**config.mk**
```make
export PLATFORM = sky130hd
export DESIGN_NAME = vga_sync
export DESIGN_NICKNAME = d
export VERILOG_FILES = /design/src/rtl/vga_sync.sv
export SDC_FILE = /design/constraint.sdc
export NUM_CORES = 1
export LEC_CHECK = 0
export CAP_MARGIN = 10
export CORE_MARGIN = 4
export CORE_UTILIZATION = 45
export CTS_CLUSTER_SIZE = 14
export DETAILED_ROUTE_END_ITERATION = 8
export PLACE_DENSITY_LB_ADDON = 0.25
export SLEW_MARGIN = 20
export SYNTH_ARGS = -nofsm -noshare
export SYNTH_HDL_FRONTEND = slang
export SYNTH_SLANG_ARGS = --single-unit
```
**constraint.sdc**
```tcl
create_clock -name clk -period 4.8 [get_ports clk]
set_input_delay 0.96 -clock clk [delete_from_list [all_inputs] [get_ports clk]]
set_output_delay 0.96 -clock clk [all_outputs]
set_load 0.05 [all_outputs]
```
**src/rtl/vga_sync.sv**
```systemverilog
// rtl/vga_sync.sv - VGA timing generator: pixel-enable divider, h/v counters, registered syncs
// Sync outputs are registered from the next count so they stay aligned with pix_x/pix_y.
module vga_sync #(
    parameter int H_DISPLAY = 640,
    parameter int H_FRONT   = 16,
    parameter int H_RETRACE = 96,
    parameter int H_BACK    = 48,
    parameter int V_DISPLAY = 480,
    parameter int V_FRONT   = 10,
    parameter int V_RETRACE = 2,
    parameter int V_BACK    = 33,
    parameter int CLK_DIV   = 4
) (
    input  logic       clk,
    input  logic       reset,
    output logic       hsync,
    output logic       vsync,
    output logic       video_on,
    output logic       p_tick,
    output logic       frame_tick,
    output logic [9:0] pix_x,
    output logic [9:0] pix_y
);
    localparam int H_TOTAL = H_DISPLAY + H_FRONT + H_RETRACE + H_BACK;
    localparam int V_TOTAL = V_DISPLAY + V_FRONT + V_RETRACE + V_BACK;
    localparam int DIV_W   = (CLK_DIV > 2) ? $clog2(CLK_DIV) : 1;

    localparam logic [DIV_W-1:0] DIV_MAX  = DIV_W'(CLK_DIV - 1);
    localparam logic [9:0]       H_MAX    = 10'(H_TOTAL - 1);
    localparam logic [9:0]       V_MAX    = 10'(V_TOTAL - 1);
    localparam logic [9:0]       H_VIS    = 10'(H_DISPLAY);
    localparam logic [9:0]       V_VIS    = 10'(V_DISPLAY);
    localparam logic [9:0]       HS_START = 10'(H_DISPLAY + H_FRONT);
    localparam logic [9:0]       HS_END   = 10'(H_DISPLAY + H_FRONT + H_RETRACE - 1);
    localparam logic [9:0]       VS_START = 10'(V_DISPLAY + V_FRONT);
    localparam logic [9:0]       VS_END   = 10'(V_DISPLAY + V_FRONT + V_RETRACE - 1);
    localparam logic [9:0]       FT_LINE  = 10'(V_DISPLAY + 1);

    logic [DIV_W-1:0] r_div;
    logic [9:0]       r_x;
    logic [9:0]       r_y;
    logic             r_hsync;
    logic             r_vsync;
    logic [9:0]       w_x_next;
    logic [9:0]       w_y_next;
    logic             w_tick;

    assign w_tick = (r_div == DIV_MAX);

    always_comb begin
        w_x_next = r_x;
        w_y_next = r_y;
        if (w_tick) begin
            if (r_x == H_MAX) begin
                w_x_next = '0;
                w_y_next = (r_y == V_MAX) ? '0 : r_y + 10'd1;
            end else begin
                w_x_next = r_x + 10'd1;
            end
        end
    end

    always_ff @(posedge clk or negedge reset) begin
        if (!reset) begin
            r_div   <= '0;
            r_x     <= '0;
            r_y     <= '0;
            r_hsync <= 1'b1;
            r_vsync <= 1'b1;
        end else begin
            r_div   <= w_tick ? '0 : r_div + 1'b1;
            r_x     <= w_x_next;
            r_y     <= w_y_next;
            // Decode from the next count so the pulse edge lands on the same clock as the count.
            r_hsync <= ~((w_x_next >= HS_START) && (w_x_next <= HS_END));
            r_vsync <= ~((w_y_next >= VS_START) && (w_y_next <= VS_END));
        end
    end

    assign hsync      = r_hsync;
    assign vsync      = r_vsync;
    assign pix_x      = r_x;
    assign pix_y      = r_y;
    assign p_tick     = w_tick;
    assign video_on   = (r_x < H_VIS) && (r_y < V_VIS);
    assign frame_tick = w_tick && (r_x == 10'd0) && (r_y == FT_LINE);

endmodule

```
Yosys cells after proc, flatten, opt, wreduce, memory -nomap -nowiden
Index checks and enable logic that the tools add are counted.
{"block": "word_totals", "regBits": 24, "in_bits": 2, "out_inout_bits": 25, "elab_cells": 32}
{"block": "op_classes", "addsub": 3, "n_lt_le_gt_ge": 6, "eq_ne": 4, "muxes": 6, "bitwise_logic": 2, "reduce_logical": 6}
{"op": "$mux 10", "count": 5}
{"op": "$add 10x1->10 const B", "count": 2}
{"op": "$eq 10x10->1 const B", "count": 2}
{"op": "$eq 10x9->1 const B", "count": 1}
{"op": "$ge 10x10->1 const B", "count": 1}
{"op": "$ge 10x9->1 const B", "count": 1}
{"op": "$le 10x10->1 const B", "count": 1}
{"op": "$le 10x9->1 const B", "count": 1}
{"op": "$logic_not 10->1", "count": 1}
{"op": "$lt 10x10->1 const B", "count": 1}
{"op": "$lt 10x9->1 const B", "count": 1}
{"op": "$logic_and 1x1->1", "count": 5}
{"op": "$add 2x1->2 const B", "count": 1}
{"op": "$eq 2x2->1 const B", "count": 1}
{"op": "$mux 2", "count": 1}
{"op": "$not 1->1", "count": 2}

Logic depth before layout (Yosys ltp)
{"block": "depth", "depth_word": 7, "mapped_depth": 9, "ltp_nobuf": 8}

Least setup slack after synthesis
No wires, ideal clock.
{"block": "synth_path", "path_type": "reg-to-output", "startpoint": "reg r_y[6], in the netlist pix_y[6]", "endpoint": "out video_on", "arrival_time_ns": 2.243, "required_ns": 3.840, "slack_ns": 1.597, "stages_incl_launch_ff": 5, "n_path_buf": 1, "path_cell_list": "dfrtp_1 > buf_2 > and3_2 > and2_1 > nor3_1"}
{"block": "synth_via", "elab_chain_len": 2}
{"item": "from (decl)", "line": "41", "source": "logic [9:0] r_y;"}
{"item": "from (signal assigned)", "line": "73", "source": "r_y <= w_y_next;"}
{"item": "$lt 10x9->1", "line": "85", "source": "assign video_on = (r_x < H_VIS) && (r_y < V_VIS);"}
{"item": "$logic_and 1x1->1", "line": "85"}
{"item": "to (decl)", "line": "18", "source": "output logic video_on,"}
Every way passes these cells.

Worst setup path after layout
{"block": "layout_path", "startpoint": "reg r_div[0]", "endpoint": "out frame_tick"}
{"block": "layout_via", "elab_chain_len": 3}
{"item": "from (decl)", "line": "39", "source": "logic [DIV_W-1:0] r_div;"}
{"item": "from (signal assigned)", "line": "71", "source": "r_div <= w_tick ? '0 : r_div + 1'b1;"}
{"item": "$eq 2x2->1", "line": "48", "source": "assign w_tick = (r_div == DIV_MAX);"}
{"item": "$logic_and 1x1->1 (2 in a row)", "line": "86", "source": "assign frame_tick = w_tick && (r_x == 10'd0) && (r_y == FT_LINE);"}
{"item": "to (decl)", "line": "20", "source": "output logic frame_tick,"}
Every way passes these cells.

==> summary.md <==
| Metric | Value |
|---|---|
| Status | finished, final reports clean |
| Distinct cells, synth | 43 |
| Drt total wl | 3.05 mm |
| Sequential fraction of the synthesis area | 0.417 |
| Main area contributors after synthesis | dfrtp_1, ha_1, o21ai_0, nand2_1, dfstp_2 |
| Area occupied by multi-input gates | 756 sq um |
| Post-layout min period | 3.32 ns |
| Slew headroom | 0.648 |
| Post-DP HPWL | 2.26 mm |
| Synthesized area | roughly 0.0014 sq mm |
| Die X-Extent | 64.7 um |
| CP delay by family, top | buffers and inverters |
| Setup Crit Path Kind | reg -> out |
| Worst slew pin tran | 0.528 ns |
| Crit-path cells | ha_1 -> nand2_1 -> nor3_1 -> nand4b_1 -> nor2_1 -> clkdlybuf4s50_1 |
| Vias in the first global route | 1146 |
| Crit path depth | 6 |
| Vias | about 1.2k |
| Register Area | 603 sq um |
| Layout Skew | 0.00828 ns |
| Crit path capture | frame_tick |
| Cell row count | 20 |
| Met3 global-route usage | 0.0295 |
| Initial core utilization | 0.470 |
| Clock buffer depth | 2 |
| Cell count after synthesis | 157 |
| Met1 usage | 0.214 |
| Peak VDD IR | 94.2 uV |
| Seq pwr share | 0.686 |
| Setup TNS | 0 ns |
| Worst path max stage delay | 0.82 ns |
| Setup crit start kind | register |
| # port buffers | 26 |
| Post-Layout Inst Area | 0.00173 sq mm |
| Clk_lat worst skew | 0.31 ns |
| Commonest cells post-synth | dfrtp_1, nand2_1, o21ai_0, nor2_1, inv_1 |
| Avg WL per Cell | approximately 14 um |
| Worst-case reg-to-reg path depth | 7 |
| Worst Path Max Fanout | 13 |
| Met2 Use GR | 0.253 |
| Sw frac | 0.214 |
| Antenna diodes | 0 |
| Initial DRC count | 72 |
| CTS H-tree depth | 1 |
| Number of synthesized flops with an enable pin | 0 |
| Grt ovf | 0 |
| CTS tree | done |
| Via-per-instance ratio | ~5.5 |
| Crit path required time | 3.84 ns |
| RSZ-0062 raised after global routing | no |
| Die Area | 0.00419 sq mm |
| Worst Path Buf+Inv | 1 |
| Clock share of power | 0.301 |
| Synth area leader | dfrtp_1 |
| Slowest stage cell, crit path | clkdlybuf4s50_1 |
| Total track usage | 0.158 |
| Max-cap viol count | 0 |
| Reg2reg end | vsync$_DFF_PN1_ |
| Num ports | 27 |
| Resized Gates After CTS | 0 |
| Fin crit share | 0.692 |
| Setup Viol. Count Final | 0 |
| CTS buffer count | 3 |
| Internal power | around 0.23 mW |
| Yosys reg bits | 24 |
| Min Hold Slack | 0.432 ns |
| Fin nets | 187 |
| CP endpoint kind | output pin |
| Leakage | 0.706 nW |
| Combinational power share | 0.014 |
| Dpl cell area | 0.00171 sq mm |
| Worst R2R Start | r_div[0]$_DFF_PN0_ |
| Max-slew violations | 0 |
| Post-DRT Antenna Nets | 0 |
| Sw Pwr | 0.0632 mW |
| CTS root buffer | clkbuf_4 |
| First-pass GRT wire length | 5.33 mm |
| RD Place Congestion | 0.857 |
| Drc violations | 0 |
| Layout fillers | about 290 |
| Die Ht | 64.7 um |
| # Post-CTS Setup Buffers | 0 |
| Initial antenna violation count | 0 |
| Post-CTS Hold Buffers | 0 |
| R2R Setup Slk | 2.45 ns |
| Layout cells sized above 1 | 0.0847 |
| Gr busiest metal | met2 |
| Pwr Density | 171 mW/mm^2 |
| Max Fclk | 301 MHz |
| Top-count cell post-synth | dfrtp_1 |
| Synthesized area per cell | ~9 sq um |
| Hold Vio Cnt, Final | 0 |
| Synth warnings | 0 |
| Ys async rst share | 1.00 |
| CP Launch Point | r_div[0]$_DFF_PN0_ |
| DRT Pass-1 Iters | 4 |
| Synth Flop Type | dfrtp_1 |
| Synth top area share | 0.380 |
| Syn Nets | roughly 170 |
| Clock-pin slew on the worst setup and hold paths | 0.13 ns |
| Worst EP arrival | between 2 and 2.5 ns |
| Area growth syn-to-layout | 19.2% |
| Core Box Area | 0.00308 sq mm |
| Largest net degree at the start of global routing | 25 |
| Hold Crit Class | reg -> reg |
| Clk sinks | 24 |
-- worst min-delay path by stage --
stage	startpoint	to	cells after the start
4_1_cts	r_div[0]$_DFF_PN0_	r_div[0]$_DFF_PN0_	1
6_report	r_div[0]$_DFF_PN0_	r_div[0]$_DFF_PN0_	1
3_5_place_dp	r_div[0]$_DFF_PN0_	r_div[0]$_DFF_PN0_	1
5_1_grt	r_div[0]$_DFF_PN0_	r_div[0]$_DFF_PN0_	1
3_3_place_gp	r_div[0]$_DFF_PN0_	r_div[0]$_DFF_PN0_	1
2_1_floorplan	r_div[0]$_DFF_PN0_	r_div[0]$_DFF_PN0_	1
-- power by group through the flow --
stage	Sequential (mW)	Combinational [mW]	Clock (mW)
2_1_floorplan	0.206	0.000000317	0
3_3_place_gp	0.206	0.00468	0
3_5_place_dp	0.206	0.00483	0
4_1_cts	0.202	0.00482	0.0929
5_1_grt	0.202	0.00490	0.104
6_report	0.202	0.00401	0.0888
-- cells in the final DEF, fill, tap and decap left out, types with 2 or more instances in the layout --
cell              n
dfrtp_1          22
nand4_1           4
ha_1              6
or4_4             2
nand3_1           7
nor4_1            2
inv_1             9
nor2_1           10
xor2_1            5
xnor2_1           4
o21ai_0          13
nand2_1          17
clkbuf_4          3
o31ai_1           2
nand4b_1          3
a21oi_1           4
clkdlybuf4s50_1  25
mux2i_1           2
and3_1            3
nor3_1            6
dfstp_2           2
and2_1            2
o21ai_1           2
and4_1            3
and3_2            2
-- final cells by class --
cell class                      instances  share of cell area
Multi-Input combinational cell        115               0.438
Inverter                                9              0.0196
Timing Repair Buffer                   26               0.148
Sequential cell                        24               0.350
Tap cell                               44              0.0319
Clock buffer                            3              0.0131
-- state kept, by name, indices dropped and copies added, names as in the netlist --
signal	cells
hsync	1
pix_x	10
pix_y	10
r_div	2
vsync	1
-- per-stage QoR --
step	total power, mW	setup slack [ns]	std cells	utilization
2_1_floorplan	0.206	1.60	157	-
3_3_place_gp	0.211	1.89	218	0.555
3_5_place_dp	0.211	1.86	218	0.555
4_1_cts	0.300	1.47	221	0.562
5_1_grt	0.311	1.33	221	0.561
6_report	0.295	1.48	221	0.561
-- worst register-to-register path: cells and delay by family, from the launching register on --
kind            cells  cell delay (ns)
simple gates        4             1.07
fa+ha+maj           1             0.36
compound gates      2             0.48
flops               1             0.37
-- cell families after synthesis --
logic type      synth area share
xor+xnor                  0.0544
compound gates             0.119
mux                       0.0138
simple gates               0.283
fa+ha+maj                 0.0519
flops                      0.417
buf+inv                   0.0614
-- layer usage --
| metal | vias up | wire, um |
|---|---|---|
| met5 | - | 0 |
| met4 | 0 | 18 |
| met3 | 2 | 119 |
| met2 | 24 | 1400 |
| met1 | 582 | 1520 |
| li1 | 602 | - |
Power figures use the tool's default switching activity.
